**src/rtl/sorted_region_checker_pkg.sv**
```systemverilog
// Purpose: shared types, constants and the ordering predicate for the sorted-region checker.
// Latency: n/a (types and a combinational helper only).
// Backpressure: n/a.
package check_pkg;

    typedef enum logic [1:0] {
        RUN  = 2'd0,
        READ = 2'd1,
        DONE = 2'd2
    } chk_state_t;

    // Canonical RISC-V NOP (addi x0, x0, 0), the default end-of-program sentinel.
    localparam logic [31:0] NOP_INSTR = 32'h0000_0013;

    // Operands are widened to this width before comparison; data words up to 64 bits are supported.
    localparam int CMP_W = 64;

    // True when the pair (prev, cur) respects the requested order.
    // Equal neighbours are always in order. Callers sign- or zero-extend to CMP_W.
    function automatic logic in_order(input logic [CMP_W-1:0] prev,
                                      input logic [CMP_W-1:0] cur,
                                      input logic             order,
                                      input logic             signed_cmp);
        logic le;
        logic ge;
        if (signed_cmp) begin
            le = ($signed(prev) <= $signed(cur));
            ge = ($signed(prev) >= $signed(cur));
        end else begin
            le = (prev <= cur);
            ge = (prev >= cur);
        end
        return order ? ge : le;
    endfunction

endpackage

```
**src/rtl/sorted_region_checker_sentinel.sv**
```systemverilog
// Purpose: spots END_REPEAT consecutive valid fetches of the sentinel word and pulses end_seen.
// Latency: combinational pulse in the cycle the final sentinel fetch is presented.
// Backpressure: none; invalid cycles hold the run count, any other valid word clears it.
module end_sentinel_detector
    import check_pkg::*;
#(
    parameter logic [31:0] END_INSTR  = NOP_INSTR,
    parameter int          END_REPEAT = 3
) (
    input  logic        clk,
    input  logic        reset,
    input  logic [31:0] instr,
    input  logic        instr_valid,
    output logic        end_seen
);
    localparam int CNT_W = $clog2(END_REPEAT + 1);
    localparam logic [CNT_W-1:0] LAST_CNT = CNT_W'(END_REPEAT - 1);

    logic [CNT_W-1:0] run_cnt;
    logic             hit;

    assign hit      = instr_valid && (instr == END_INSTR);
    assign end_seen = hit && (run_cnt == LAST_CNT);

    // Count back-to-back sentinel fetches; restart after a detection so the count never overflows.
    always_ff @(posedge clk) begin
        if (reset) begin
            run_cnt <= '0;
        end else if (instr_valid) begin
            if (!hit || end_seen) begin
                run_cnt <= '0;
            end else begin
                run_cnt <= run_cnt + 1'b1;
            end
        end
    end

endmodule

```
**config.mk**
```make
export PLATFORM = sky130hd
export DESIGN_NAME = end_sentinel_detector
export DESIGN_NICKNAME = d
export VERILOG_FILES = /design/src/rtl/sorted_region_checker_pkg.sv /design/src/rtl/sorted_region_checker_sentinel.sv
export SDC_FILE = /design/constraint.sdc
export NUM_CORES = 1
export LEC_CHECK = 0
export ABC_AREA = 1
export ABC_CLOCK_PERIOD_IN_PS = 1100
export BUFFER_PORTS_ARGS = -buffer_cell sky130_fd_sc_hd__buf_2
export CAP_MARGIN = 20
export CORE_AREA = 2 2 39 41
export DETAILED_ROUTE_END_ITERATION = 10
export DIE_AREA = 0 0 41 43
export PLACE_DENSITY = 0.66
export SLEW_MARGIN = 20
export SYNTH_ARGS = -nofsm -noshare
export SYNTH_HDL_FRONTEND = slang
export SYNTH_SLANG_ARGS = --single-unit
```
**constraint.sdc**
```tcl
create_clock -name clk -period 1.1 [get_ports clk]
set_input_delay 0.275 -clock clk [delete_from_list [all_inputs] [get_ports clk]]
set_output_delay 0.275 -clock clk [all_outputs]
set_load 0.01 [all_outputs]
```
==> impl_metrics.py <==
metrics = {
    "cts": {
        "cts-root-buf": "clkbuf_4",
        "cts_tree": "done",
        "numCtsBuffers": 3,
        "clockBufferDepth": 2,
        "clk_pin_slew_ns": 0.03,
        "clk_latency_ns": 0.22,
        "numClockSinks": 2,
        "htree_num_levels": 1,
        "cts_hold_buf": 0,
    },
    "outcome": {
        "violations": "negative setup slack",
        "outcome": "finished, violations left",
    },
    "detailed_routing": {
        "wirelength_um": 885,
        "first_pass_iters": 2,
        "antenna_left": 0,
        "drc": 0,
        "vias_per_cell": 4.03,
        "wl_per_cell_um": 7.31,
        "first_iter_violations": 5,
        "num_vias": 488,
    },
    "worst_setup_path": {
        "critPathMaxFanout": 2,
        "crit_path_end_kind": "primary output",
        "required_ns": 0.82,
        "critPathArrivalTime_ns": 1.06,
        "cp.depth": 4,
        "reg2regPathDepth": 6,
        "cpMaxStageDelayCell": "dfxtp_1",
        "regToRegStartpoint": "run_cnt[0]",
        "worst_setup_path_start_kind": "flop",
        "cp_top_family": "flip-flops",
        "crit_buf_inv": 2,
        "r2r_end": "run_cnt[1]",
        "path_class": "reg2out",
        "max_stage_delay_ns": 0.36,
        "cp_cell_sequence": "ha_4, inv_2, nor3_2, buf_2",
        "ff2ff_setup_slack_ns": 0.15,
    },
    "timing": {
        "slew_viol_final": 0,
        "max_freq_ghz": 0.751,
        "hold_violations": 0,
        "period_share_pct": 121,
        "max_slew.worst_pin.slew_ns": 0.200,
        "setup_tns_ns": -0.232,
        "fin_ws_ns": -0.232,
        "rsz0062_at_grt": "yes",
        "relSlewSlack_pct": 86.6,
        "min_period_ns": 1.33,
        "fin_skew_ns": 0.00184,
        "setup_viol_count_final": 1,
    },
    "layout": {
        "final_nets": 143,
        "drive_gt1_share_pct": 51.4,
        "largest_register_ffs": 2,
        "num_antenna_cells": 0,
        "top_regs": "run_cnt: 2 flops",
        "finish.utilization_pct": 43.2,
        "syn_to_final_growth_pct": 99.2,
        "regMostFlops": "run_cnt",
    },
    "synth": {
        "yosys-top-cells-count": "nor2_1, nand2_1, inv_1",
        "postSynthAreaPerCell_um2": 4.92,
        "synth-seq-cells": 2,
        "synth.most_common_cell": "nor2_1",
        "syn_nets": 97,
        "synth_ff_type": "dfxtp_1",
        "synth_cells": 61,
        "synth_edf_count": 0,
        "synth_compound_area_share_pct": 5.83,
        "synth_area_leaders": "nor2_1, nand2_1, dfxtp_1, inv_1, ha_1",
        "synth_fa_ha_area_share_pct": 4.17,
        "yosys.area_share.simple_pct": 65.4,
        "netlist.area_leader.share_pct": 26.2,
        "synth_mux_area_share_pct": 0,
        "netlist_area_um2": 300,
        "ys_seq_area_share_pct": 13.3,
        "synth_top_family_by_area": "simple AND/OR/NAND/NOR gates",
        "synth_warnings": 0,
        "synthArstFlopShare_pct": 0,
        "synth_xor_area_share_pct": 0,
        "yosys.cell_types.count": 15,
        "yosys.area.top_type": "nor2_1",
    },
    "pwr": {
        "vdd_drop_max_uv": 374,
        "power_density_nw_per_um2": 571,
        "p_leak_nw": 0.315,
    },
    "die": {
        "coreArea_um2": 1380,
        "die_w_um": 41,
        "fp-row-count": 14,
        "die_h_um": 43,
        "dieArea_um2": 1760,
        "initial_core_util_pct": 21.7,
        "boundaryPins": 36,
    },
    "job": {
        "cap_violations": 0,
    },
    "hold_path": {
        "hp-class": "in2reg",
        "min_path_cells": 2,
        "min_to": "run_cnt[1]",
        "worstHoldStart": "reset",
    },
    "global_route": {
        "antenna_found_initial": 0,
        "grt.overflow.total": 0,
        "grt_pass1_wl_um": 1600,
        "grt_usage_pct": 12.8,
        "grt_pass1_vias": 477,
        "grt_max_degree": 3,
    },
    "placement": {
        "dp_hpwl_um": 763,
        "place.gp.congestion": 0.706,
        "portBuffers": 35,
    },
}
-- worst reg2reg max path, stage by stage (launching register included) --
cell,delay (ns)
dfxtp_1,0.31
inv_2,0.05
ha_4,0.15
inv_2,0.05
buf_4,0.10
nand4_1,0.09
a21oi_1,0.13
-- per-layer routing --
layer	wire length (um)	part of all wire, %	up-vias	GRT usage (%)
met4	0	0	0	6.00
met3	67	7.6	0	3.14
met1	348	39	195	13.7
met2	469	53	16	21.9
met5	0	0	-	0
li1	-	-	277	-
-- timing repair --
action                                  in CTS  in global routing
endpoints found under the hold margin        0                  0
endpoints found under the setup margin       1                  3
gates resized for setup                      1                  7
pin swaps                                    1                  0
buffers inserted                             1                  0
-- final cells by class --
class                      count  area (um2)
tap                           16        20.0
clock buffer                   3        22.5
sequential                     2        40.0
multi-input combinational     50         255
inverter                       9        33.8
fill                         160         786
timing repair buffer          41         226
-- cell families after synthesis --
kind of cell             count (synthesis)
AND/OR/NAND/NOR                         46
buffers and inverters                    9
AO/OA/AOI/OAI                            3
flip-flops                               2
adder cells (fa/ha/maj)                  1
-- stage by stage --
stage | power (W) | std cells | cell area [um2] | hold slack [ns] | setup slack, ns
floorplan | 0.000104 | 61 | 305 | 0.344 | -0.0741
finish | 0.000342 | 121 | 598 | 0.224 | -0.232
global placement | 0.000174 | 117 | 538 | 0.446 | -0.260
detailed placement | 0.000177 | 117 | 538 | 0.453 | -0.278
CTS | 0.000350 | 121 | 574 | 0.214 | -0.258
global route | 0.000385 | 121 | 598 | 0.218 | -0.298
-- worst max-delay path by stage --
| stage | start | to | slack, ns |
|---|---|---|---|
| 6_report | run_cnt[1] | end_seen | -0.23 |
| 5_1_grt | instr[5] | end_seen | -0.30 |
| 3_3_place_gp | instr[5] | end_seen | -0.26 |
| 3_5_place_dp | instr[5] | end_seen | -0.28 |
| 4_1_cts | run_cnt[0] | end_seen | -0.26 |
| 2_1_floorplan | instr[5] | end_seen | -0.07 |
-- report_power, final --
part	total, W	internal, W	switching (W)	leakage (nW)
Clock	0.000161	0.000120	0.0000405	0.0138
Combinational	0.000108	0.0000652	0.0000428	0.286
Sequential	0.0000731	0.0000731	0.00000000000000413	0.0161
Total	0.000342	0.000259	0.0000832	0.315
-- cells in the final DEF, fill, tap and decap left out --
cell type  count
nor2_1        19
ha_4           1
nand4_1        2
nor2_2         4
buf_2         34
dfxtp_1        2
buf_6          1
a21oi_1        2
or2_1          1
nand3_1        1
nor3_2         1
nor3_1         1
and2_0         1
clkbuf_4       3
o21bai_1       1
nand2_2        1
nand2_1       14
inv_2          2
nor4_2         1
buf_4          6
inv_1          7
No activity file was read; power rests on OpenSTA's default activity.
